## config.mk

```make
export PLATFORM = sky130hd
export DESIGN_NAME = dat_transfer_scheduler_flat
export DESIGN_NICKNAME = d
export VERILOG_FILES = /design/src/rtl/dat_transfer_scheduler_if.sv /design/src/rtl/dat_transfer_scheduler.sv /design/src/flat_wrapper.sv
export SDC_FILE = /design/constraint.sdc
export NUM_CORES = 1
export LEC_CHECK = 0
export CAP_MARGIN = 20
export CORE_AREA = 3 3 65 67
export CTS_BUF_LIST = sky130_fd_sc_hd__clkbuf_8
export DETAILED_ROUTE_END_ITERATION = 16
export DIE_AREA = 0 0 68 70
export SLEW_MARGIN = 20
export SYNTH_ARGS = -nofsm -noshare
export SYNTH_HDL_FRONTEND = slang
export SYNTH_SLANG_ARGS = --single-unit
```

## constraint.sdc

```tcl
create_clock -name sd_clock -period 2 [get_ports sd_clock]
set_clock_uncertainty 0.05 [all_clocks]
set_input_delay 0.4 -clock sd_clock [delete_from_list [all_inputs] [get_ports sd_clock]]
set_output_delay 0.4 -clock sd_clock [all_outputs]
set_load 0.02 [all_outputs]
```

## src/rtl/dat_transfer_scheduler_if.sv

```systemverilog
// Scheduler <-> DAT physical layer signal bundle.
interface dat_transfer_scheduler_if;
  logic       strobe_out;
  logic [3:0] blocks_out;
  logic       multiple_out;
  logic       writeRead_out;
  logic       ack_to_phys;
  logic       phys_complete;
  logic       phys_ack;
  logic       DATA_TIMEOUT;

  // Scheduler side
  modport master (
    output strobe_out, blocks_out, multiple_out, writeRead_out, ack_to_phys,
    input  phys_complete, phys_ack, DATA_TIMEOUT
  );

  // Physical layer side
  modport slave (
    input  strobe_out, blocks_out, multiple_out, writeRead_out, ack_to_phys,
    output phys_complete, phys_ack, DATA_TIMEOUT
  );
endinterface

```

## src/rtl/dat_transfer_scheduler.sv

```systemverilog
// Block-by-block DAT transfer scheduler: issues one single-block request to the
// physical layer per block, retries timed-out blocks and reports completion.
module dat_transfer_scheduler #(
  parameter int unsigned RETRY_MAX = 2
) (
  input  logic                             sd_clock,
  input  logic                             reset,
  input  logic                             start,
  input  logic                             abort,
  input  logic                             write_read,
  input  logic [3:0]                       block_count,
  dat_transfer_scheduler_if.master         phys,
  output logic                             idle_out,
  output logic                             busy,
  output logic                             done,
  output logic                             error,
  output logic [3:0]                       blocks_done
);

  localparam int unsigned RW = (RETRY_MAX < 1) ? 1 : $clog2(RETRY_MAX + 1);

  typedef enum logic [2:0] {
    IDLE      = 3'd0,
    ARM       = 3'd1,
    WAIT_PHYS = 3'd2,
    HANDSHAKE = 3'd3,
    GAP       = 3'd4,
    DONE      = 3'd5,
    ERROR     = 3'd6
  } state_t;

  state_t        state;
  logic [RW-1:0] retry_cnt;
  logic [3:0]    count_q;

  // Every request is a single block; multi-block mode is never used.
  assign phys.blocks_out   = 4'd1;
  assign phys.multiple_out = 1'b0;

  // State machine; each output register is loaded with the value of the state being entered.
  always_ff @(posedge sd_clock or posedge reset) begin
    if (reset) begin
      state              <= IDLE;
      retry_cnt          <= '0;
      count_q            <= 4'd0;
      blocks_done        <= 4'd0;
      phys.writeRead_out <= 1'b0;
      phys.strobe_out    <= 1'b0;
      phys.ack_to_phys   <= 1'b0;
      idle_out           <= 1'b1;
      busy               <= 1'b0;
      done               <= 1'b0;
      error              <= 1'b0;
    end else begin
      phys.strobe_out  <= 1'b0;
      phys.ack_to_phys <= 1'b0;
      done             <= 1'b0;
      if (abort) begin
        state    <= IDLE;
        idle_out <= 1'b1;
        busy     <= 1'b0;
        error    <= 1'b0;
      end else begin
        case (state)
          IDLE, ERROR: begin
            if (start) begin
              phys.writeRead_out <= write_read;
              count_q            <= block_count;
              blocks_done        <= 4'd0;
              retry_cnt          <= '0;
              idle_out           <= 1'b0;
              error              <= 1'b0;
              if (block_count == 4'd0) begin
                state <= DONE;
                done  <= 1'b1;
                busy  <= 1'b0;
              end else begin
                state           <= ARM;
                phys.strobe_out <= 1'b1;
                busy            <= 1'b1;
              end
            end
          end
          ARM: state <= WAIT_PHYS;
          WAIT_PHYS: begin
            // A completed block is accepted even if a timeout fires in the same cycle.
            if (phys.phys_complete) begin
              state            <= HANDSHAKE;
              phys.ack_to_phys <= 1'b1;
            end else if (phys.DATA_TIMEOUT) begin
              if (retry_cnt < RW'(RETRY_MAX)) begin
                retry_cnt <= retry_cnt + RW'(1);
                state     <= GAP;
              end else begin
                state <= ERROR;
                error <= 1'b1;
                busy  <= 1'b0;
              end
            end
          end
          HANDSHAKE: begin
            if (phys.phys_ack) begin
              blocks_done <= blocks_done + 4'd1;
              retry_cnt   <= '0;
              if ((blocks_done + 4'd1) == count_q) begin
                state <= DONE;
                done  <= 1'b1;
                busy  <= 1'b0;
              end else begin
                state <= GAP;
              end
            end else begin
              phys.ack_to_phys <= 1'b1;
            end
          end
          GAP: begin
            state           <= ARM;
            phys.strobe_out <= 1'b1;
          end
          DONE: begin
            state    <= IDLE;
            idle_out <= 1'b1;
          end
          default: begin
            state    <= IDLE;
            idle_out <= 1'b1;
            busy     <= 1'b0;
            error    <= 1'b0;
          end
        endcase
      end
    end
  end

endmodule

```

## src/flat_wrapper.sv

```systemverilog
// flat-port wrapper written by rule: the top's interface ports become plain ports
module dat_transfer_scheduler_flat 
#(
  parameter int unsigned RETRY_MAX = 2
)
  (sd_clock, reset, start, abort, write_read, block_count, idle_out, busy, done, error, blocks_done, phys_strobe_out, phys_blocks_out, phys_multiple_out, phys_writeRead_out, phys_ack_to_phys, phys_phys_complete, phys_phys_ack, phys_DATA_TIMEOUT);
  dat_transfer_scheduler_if phys_i ();
  input  logic sd_clock;
  input  logic reset;
  input  logic start;
  input  logic abort;
  input  logic write_read;
  input  logic [3:0] block_count;
  output logic idle_out;
  output logic busy;
  output logic done;
  output logic error;
  output logic [3:0] blocks_done;
  output wire logic [$bits(phys_i.strobe_out)-1:0] phys_strobe_out;
  output wire logic [$bits(phys_i.blocks_out)-1:0] phys_blocks_out;
  output wire logic [$bits(phys_i.multiple_out)-1:0] phys_multiple_out;
  output wire logic [$bits(phys_i.writeRead_out)-1:0] phys_writeRead_out;
  output wire logic [$bits(phys_i.ack_to_phys)-1:0] phys_ack_to_phys;
  input wire logic [$bits(phys_i.phys_complete)-1:0] phys_phys_complete;
  input wire logic [$bits(phys_i.phys_ack)-1:0] phys_phys_ack;
  input wire logic [$bits(phys_i.DATA_TIMEOUT)-1:0] phys_DATA_TIMEOUT;
  assign phys_strobe_out = phys_i.strobe_out;
  assign phys_blocks_out = phys_i.blocks_out;
  assign phys_multiple_out = phys_i.multiple_out;
  assign phys_writeRead_out = phys_i.writeRead_out;
  assign phys_ack_to_phys = phys_i.ack_to_phys;
  assign phys_i.phys_complete = phys_phys_complete;
  assign phys_i.phys_ack = phys_phys_ack;
  assign phys_i.DATA_TIMEOUT = phys_DATA_TIMEOUT;
  dat_transfer_scheduler #(.RETRY_MAX(RETRY_MAX)) u_core (.sd_clock(sd_clock), .reset(reset), .start(start), .abort(abort), .write_read(write_read), .block_count(block_count), .phys(phys_i), .idle_out(idle_out), .busy(busy), .done(done), .error(error), .blocks_done(blocks_done));
endmodule
```

Word-level counts from Yosys, hierarchy flattened:

Index checks and enable logic that the tools add are counted.
W data, S select, Z words.

* flip-flop bits (word level): 20
* latch bits: 0
* bits in writable memories: 0
* memory bits (read-only): 0
* input bits: 12
* word-level logic and storage cells: 100
* memories kept: 0

* $add $sub $neg: 2
* multipliers: 0
* divide/modulo/power cells: 0
* order comparisons: 1
* equality and inequality tests: 22
* shifts and indexed selects: 0
* mux-type cells: 48
* bitwise operators: 1
* reductions and logical operators: 15

Operator list (number)
* $mux W1: 25
* $mux W3: 6
* $ne A3 B3 Y1 const B: 5
* $pmux W3 S5: 1
* $reduce_and A7 Y1: 2
* $mux W2: 6
* $eq A3 B3 Y1 const B: 3
* $mux W4: 2
* $ne A2 B1 Y1 const B: 4
* $ne A2 B2 Y1 const B: 4
* $pmux W1 S2: 4
* $pmux W4 S2: 1
* $reduce_or A4 Y1: 2
* $eq A3 B2 Y1 const B: 2
* $pmux W2 S3: 1
* $reduce_and A3 Y1: 2
* $reduce_and A5 Y1: 1
* $add A4 B1 Y4 const B: 1
* $eq A4 B4 Y1: 1
* $logic_not A4 Y1: 1
* $ne A4 B4 Y1 const B: 1
* $pmux W1 S4: 1
* $reduce_and A4 Y1: 1
* $eq A3 B1 Y1 const B: 1
* 11 further kinds: 11

Longest topological paths before layout:

Gate-level depths: netlist of run 1.

* depth after elaboration: 6
* gate-level depth with buffers: 5
* mapped depth without buffers: 5

Worst setup path after synthesis of run 1:

No wires, ideal clock.

* path type: register to register
* start point: reg u_core.blocks_done[0]
* end point: reg u_core.state[0]
* data arrival time: 1737 ps
* required time: 1863 ps
* setup slack: 127 ps
* cell stages (with the launch flop): 6
* buffers on the path: 0
* clock period less this slack: 1873 ps
* cell sequence: dfrtp_1 -> ha_1 -> xnor2_1 -> xnor2_1 -> or4_4 -> a211oi_2

* longest elaborated chain between the ends: 6

RTL lines
* start, declared: line dat_transfer_scheduler.sv:17 `output logic [3:0] blocks_done`
* start signal, assigned: line dat_transfer_scheduler.sv:103 `blocks_done <= blocks_done + 4'd1;`
* $add A4 B1 Y4: line dat_transfer_scheduler.sv:105 `if ((blocks_done + 4'd1) == count_q) begin`
* $eq A4 B4 Y1: line dat_transfer_scheduler.sv:105
* $mux W1: line dat_transfer_scheduler.sv:105
* $mux W3: line dat_transfer_scheduler.sv:102 `if (phys.phys_ack) begin`
* $pmux W3 S5: line dat_transfer_scheduler.sv:64 `case (state)`
* $mux W3: line dat_transfer_scheduler.sv:58 `if (abort) begin`
* end signal, assigned: line dat_transfer_scheduler.sv:59 `state <= IDLE;`
* end signal, assigned: line dat_transfer_scheduler.sv:106 `state <= DONE;`
* end signal, assigned: line dat_transfer_scheduler.sv:110 `state <= GAP;`
* end, declared: line dat_transfer_scheduler.sv:32 `state_t state;`

Every way passes these cells. The select of a mux whose other input is x is not followed.
A chain may end at the register's enable or synchronous reset.

Worst setup path after layout of run 1:

* start point: reg u_core.state[0]
* end point: reg u_core.state[1]

* longest elaborated chain between the ends: 4
* elaborated cells on any way between the ends: 13
* those cells by class: eq/ne: 8; mux: 2; reduce/logical: 3

RTL lines
* start signal, assigned: line dat_transfer_scheduler.sv:43 `state <= IDLE;`
* start signal, assigned: line dat_transfer_scheduler.sv:59
* start signal, assigned: line dat_transfer_scheduler.sv:74 `state <= DONE;`
* $eq A3 B3 Y1 / $logic_not A3 Y1 (equally long branches): line dat_transfer_scheduler.sv:64
* $reduce_or A2 Y1: line dat_transfer_scheduler.sv:64
* $pmux W3 S5 / $ne A3 B3 Y1 (equally long branches)
* $mux W3 / $reduce_and A3 Y1 (equally long branches)

Several ways; a longest one is shown, not always the timed one.

==> impl_metrics.py, run 1 <==
metrics = {
    "layout": {
        "final_layout_size_suffix_gt1_frac": 0.2189,
        "fin_util": 0.4651,
        "antenna_cells": 0,
        "final_area_sq_um": 1715,
        "nNetsFinal": 183,
        "final.fill_count": 377,
        "multiInputGateArea_sq_um": 711.9,
        "regArea_sq_um": 501.7,
        "syn2layout_area_growth_pct": 33.37,
    },
    "sta": {
        "slew_violations": 0,
        "hold_violations": 0,
        "maxSlewHeadroom": 0.6727,
        "min_period_ns": 1.854,
        "finalSetupViolations": 0,
        "finalCritPeriodShare": 0.9268,
        "fmax_ghz": 0.5395,
        "tightest_slew_ns": 0.4834,
        "rsz0062_at_grt": "false",
    },
    "drt": {
        "first_pass_iters": 4,
        "drtIter0Drc": 42,
        "ant_nets": 0,
        "wirelength_um": 3018,
        "wire_per_inst_um": 13.91,
        "remaining_drc_errors": 0,
        "via_count": 1086,
        "vias_per_cell": 5.005,
    },
    "clocking": {
        "hold_buffers": 0,
        "insertion_delay_ns": 0.26,
        "numCtsBuffers": 3,
        "cts.clk_slew.worst_paths_ns": 0.08,
        "cts_root_buffer": "clkbuf_8",
        "clock-sinks": 20,
        "cts_buffer_depth": 2,
        "postCtsResizedCells": 0,
        "cts_setup_buffers": 0,
        "htreeDepth": 1,
        "cts_tree": "done",
    },
    "yosys": {
        "synth-edff-count": 0,
        "ys_types": 49,
        "netlist_area_sq_um": 1286,
        "synth_warnings": 0,
        "syn_avg_cell_area_sq_um": 9.744,
        "synth_flop_cell": "dfrtp_1",
        "synth_area_leaders": "dfrtp_1 37%, mux2_2 6.1%, buf_4 4.1%",
        "synth_top_cell_area_share": 0.3696,
        "synth_seq_cells": 20,
        "syn_inst": 132,
        "synth_top_cell_by_area": "dfrtp_1",
        "synthArstFlopShare": 1.000,
        "seq_area_frac_synth": 0.3901,
    },
    "place": {
        "portBuffers": 22,
        "place.gp.congestion": 0.8773,
        "hpwl_um": 2363,
        "place_area_sq_um": 1644,
    },
    "critical_path": {
        "critPathMaxFanout": 17,
        "critical_path_required_ns": 2.09,
        "arrival_ns": 1.95,
        "crit_path_start_kind": "flip-flop",
        "cp-end-kind": "flip-flop",
        "path_class": "reg -> reg",
    },
    "pwr": {
        "leakage_nw": 0.7439,
        "max-vdd-ir-drop_v": 0.0004743,
        "powerDensity_nw_per_um2": 1019,
    },
    "global_routing": {
        "grt_pass1_vias": 1085,
        "grt_start_max_net_pins": 18,
        "grt_pass1_wl_um": 5216,
        "track_usage": 0.1410,
        "grt_overflow": 0,
        "antenna_found_initial": 0,
    },
    "floorplanning": {
        "start_util": 0.3487,
        "die_w_um": 68,
        "io-pin-count": 28,
        "dieArea_sq_um": 4760,
        "fp.dieH_um": 70,
        "rows": 22,
        "coreArea_sq_um": 3689,
    },
    "run_status": {
        "status": "finished clean",
    },
    "run": {
        "cap_violations": 0,
    },
    "worst_hold_path": {
        "hp-class": "in -> async",
    },
}
cells in the mapped netlist, drive strengths merged, types with 3 or more instances:
master   n
xnor2    4
a21oi    8
buf      8
nand2    6
nor2     6
a211oi   3
nand2b   5
inv      6
mux2     7
xor2     3
nor2b    3
nor3     5
o21ai    7
dfrtp   19
flip-flops by register name (all words and copies together), names as in the netlist:
signal	flops
u_core.blocks_done	4
u_core.busy	1
u_core.count_q	4
u_core.done	1
u_core.error	1
u_core.idle_out	1
u_core.phys.ack_to_phys	1
u_core.phys.strobe_out	1
u_core.phys.writeRead_out	1
u_core.retry_cnt	2
u_core.state	3
worst max-delay path, cell delays in order, from the launching register on:
cell     delay, ns
dfrtp_1       0.57
buf_4         0.25
and3b_1       0.16
o21ai_0       0.18
a21oi_1       0.14
a221o_1       0.38
stage by stage:
step / setup slack (ns) / std cells / hold slack [ns] / setup TNS, ns / power [W]
floorplan: 0.1266 / 135 / 0.3131 / 0 / 0.001098
global placement: -0.04053 / 213 / 0.4278 / -0.06876 / 0.001335
detailed placement: -0.05465 / 213 / 0.4352 / -0.2036 / 0.001346
CTS: 0.1294 / 217 / 0.3479 / 0 / 0.001767
global route: 0.01649 / 217 / 0.3553 / 0 / 0.001888
finish: 0.1463 / 217 / 0.3305 / 0 / 0.001749
cell usage in the layout, fill, tap and decap left out, types with 3 or more instances in the layout:
master / instances
dfrtp_1: 19
xnor2_1: 4
buf_4: 17
o21ai_0: 7
conb_1: 5
clkbuf_8: 3
nand2_1: 6
nor2_1: 6
nor3_1: 4
xor2_1: 3
a21oi_1: 8
inv_1: 6
nand2b_1: 5
nor2b_1: 3
clkdlybuf4s50_1: 22
mux2_2: 7
area by class of cell:
cell class / count / share of cell area
Clock inverter: 1 / 0.01751
Clock buffer: 3 / 0.02407
Tap cell: 48 / 0.03501
Sequential cell: 20 / 0.2925
Timing Repair Buffer: 39 / 0.2028
Inverter: 6 / 0.01313
Multi-Input combinational cell: 100 / 0.4150
power breakdown:
part | internal, W | switching [W]
clock network | 0.000267 | 0.000145
registers | 0.000513 | 0.0000940
logic | 0.000370 | 0.000359
layer usage:
| layer | vias to the layer above | track usage | routed length (um) |
|---|---|---|---|
| li1 | 544 | - | - |
| met2 | 26 | 0.2099 | 1451 |
| met4 | 0 | 0.04636 | 37 |
| met1 | 512 | 0.2034 | 1380 |
| met5 | - | 0 | 0 |
| met3 | 4 | 0.02412 | 149 |
cell families after synthesis:
| kind of cell | Yosys count | synth area share |
|---|---|---|
| AO/OA/AOI/OAI | 32 | 0.1770 |
| XOR/XNOR | 7 | 0.04767 |
| adder cells (fa/ha/maj) | 2 | 0.01751 |
| buffers and inverters | 15 | 0.06517 |
| flip-flops | 20 | 0.3901 |
| multiplexers | 9 | 0.07685 |
| other | 2 | 0.005839 |
| AND/OR/NAND/NOR | 45 | 0.2199 |
final timing paths:
| check | start | slack [ns] | end | depth (start not counted) |
|---|---|---|---|---|
| setup / recovery | u_core.state[0]$_DFFE_PP0P_ | 0.15 | u_core.state[1]$_DFFE_PP0P_ | 5 |
| hold / removal | reset | 0.33 | u_core.state[0]$_DFFE_PP0P_ | 2 |
| setup reg to reg | u_core.state[0]$_DFFE_PP0P_ | 0.15 | u_core.state[1]$_DFFE_PP0P_ | 5 |
| hold reg to reg | u_core.error$_DFFE_PP0P_ | 0.45 | u_core.error$_DFFE_PP0P_ | 1 |
| max in group asynchronous | reset | 1.10 | u_core.phys.ack_to_phys$_DFF_PP0_ | 3 |
| min in group sd_clock | u_core.error$_DFFE_PP0P_ | 0.45 | u_core.error$_DFFE_PP0P_ | 1 |
No activity file was read; power rests on OpenSTA's default activity.
==> inputs of run 2 (changes only) <==
CORE_AREA = 3 3 61 63   (was 3 3 65 67)
DIE_AREA = 0 0 64 66   (was 0 0 68 70)
SKIP_CTS_REPAIR_TIMING = 1   (was unset)
==> impl_metrics.py, run 2 (same netlist as run 1, synthesis figures left out) <==
metrics = {
    "run_status": {
        "status": "finished clean",
    },
    "floorplanning": {
        "start_util": 0.3916,
        "rows": 21,
        "coreArea_sq_um": 3284,
        "io-pin-count": 28,
        "dieArea_sq_um": 4224,
        "die_w_um": 64,
        "fp.dieH_um": 66,
    },
    "clocking": {
        "insertion_delay_ns": 0.27,
        "numCtsBuffers": 3,
        "cts.clk_slew.worst_paths_ns": 0.08,
        "cts_tree": "done",
        "clock-sinks": 20,
        "cts_buffer_depth": 2,
        "htreeDepth": 1,
        "cts_root_buffer": "clkbuf_8",
    },
    "drt": {
        "wirelength_um": 3015,
        "via_count": 1139,
        "vias_per_cell": 5.225,
        "ant_nets": 0,
        "first_pass_iters": 4,
        "remaining_drc_errors": 0,
        "wire_per_inst_um": 13.83,
        "drtIter0Drc": 63,
    },
    "critical_path": {
        "crit_path_start_kind": "flip-flop",
        "reg2reg_setup_slack_ns": 0.14,
        "cp_slowest_cell": "or4_4",
        "critPathMaxFanout": 5,
        "arrival_ns": 1.98,
        "rr_startpoint": "u_core.blocks_done[1]$_DFFE_PP0P_",
        "path_class": "reg -> reg",
        "rr_endpoint": "u_core.done$_DFF_PP0_",
        "cp-end-kind": "flip-flop",
        "r2r.worst_path.cells": 5,
        "crit_chain": "ha_1 -> xnor2_1 -> xnor2_1 -> or4_4 -> o32ai_2",
        "cp_common_cell": "xnor2_1",
        "critical_path_required_ns": 2.12,
        "crit_path_max_incr_delay_ns": 0.51,
    },
    "sta": {
        "hold_violations": 0,
        "min_period_ns": 1.861,
        "finalSetupViolations": 0,
        "holdWs_ns": 0.3276,
        "fmax_ghz": 0.5372,
        "slew_violations": 0,
        "tightest_slew_ns": 0.5210,
        "maxSlewHeadroom": 0.6472,
        "finalCritPeriodShare": 0.9307,
        "rsz0062_at_grt": "false",
    },
    "global_routing": {
        "grt_overflow": 0,
        "grt_pass1_wl_um": 5223,
        "antenna_found_initial": 0,
        "track_usage": 0.1611,
        "grt_pass1_vias": 1121,
        "grt_start_max_net_pins": 14,
    },
    "layout": {
        "final_cells": 218,
        "nNetsFinal": 186,
        "final_area_sq_um": 1719,
        "final_layout_size_suffix_gt1_frac": 0.2326,
        "antenna_cells": 0,
        "final_cell_mix": "22 x clkdlybuf4s50_1, 20 x buf_4, 19 x dfrtp_1",
        "fin_util": 0.5234,
        "top_regs": "u_core.blocks_done: 4 flops, u_core.count_q: 4 flops, u_core.state: 3 flops",
        "syn2layout_area_growth_pct": 33.66,
        "final_common_cell": "clkdlybuf4s50_1",
    },
    "place": {
        "portBuffers": 22,
        "place.gp.congestion": 0.8429,
        "placed_cells": 214,
        "place_area_sq_um": 1664,
        "hpwl_um": 2386,
    },
    "run": {
        "cap_violations": 0,
    },
    "pwr": {
        "powerDensity_nw_per_um2": 976.1,
        "leakage_nw": 0.7517,
        "p_total_w": 0.001678,
        "max-vdd-ir-drop_v": 0.0004052,
    },
    "worst_hold_path": {
        "hp-class": "in -> async",
    },
}
==> run 2: final cells by class <==
type	count	area (sq um)
Inverter	6	22.52
Sequential cell	20	501.7
Tap cell	46	57.56
Multi-Input combinational cell	100	711.9
Clock buffer	4	55.05
Fill cell	318	1565
Timing Repair Buffer	42	370.4
==> run 2: how the worst max path moves through the flow <==
stage	startpoint	to	slack [ns]	depth (start not counted)
after floorplan	u_core.blocks_done[0]$_DFFE_PP0P_	u_core.state[0]$_DFFE_PP0P_	0.13	5
after global placement	phys_phys_ack	u_core.retry_cnt[0]$_DFFE_PP0P_	-0.03	5
after detailed placement	phys_phys_ack	u_core.retry_cnt[0]$_DFFE_PP0P_	-0.05	5
after CTS	u_core.idle_out$_DFFE_PP1P_	idle_out	0.13	1
after global routing	u_core.blocks_done[1]$_DFFE_PP0P_	u_core.done$_DFF_PP0_	0.02	5
final	u_core.blocks_done[1]$_DFFE_PP0P_	u_core.done$_DFF_PP0_	0.14	5
==> run 2: per-layer routing <==
| metal | global-route usage | vias to the layer above | wire [um] | part of all wire |
|---|---|---|---|---|
| met4 | 0.09704 | 0 | 72 | 0.024 |
| met1 | 0.2004 | 545 | 1357 | 0.45 |
| met2 | 0.2581 | 40 | 1408 | 0.47 |
| met5 | 0 | - | 0 | 0 |
| met3 | 0.03061 | 7 | 177 | 0.059 |
| li1 | - | 547 | - | - |
==> run 2: per-stage QoR <==
stage	setup WS, ns	TNS [ns]
2_1_floorplan	0.1266	0
4_1_cts	0.1285	0
3_5_place_dp	-0.05076	-0.1185
5_1_grt	0.01940	0
6_report	0.1386	0
3_3_place_gp	-0.03257	-0.07473
==> run 2: report_power, final <==
group	switching, W	total [W]	internal (W)
clock	0.000144	0.000320	0.000176
combinational	0.000368	0.000752	0.000384
sequential	0.0000936	0.000606	0.000513
==> run 2: worst max-delay path, delay by kind of cell, from the launching register on <==
kind	cells	cell delay [ns]
xor gates and xnor gates	2	0.32
AOI/OAI and AO/OA	1	0.22
and+or+nand+nor	1	0.51
adders and majority gates	1	0.24
DFF	1	0.43
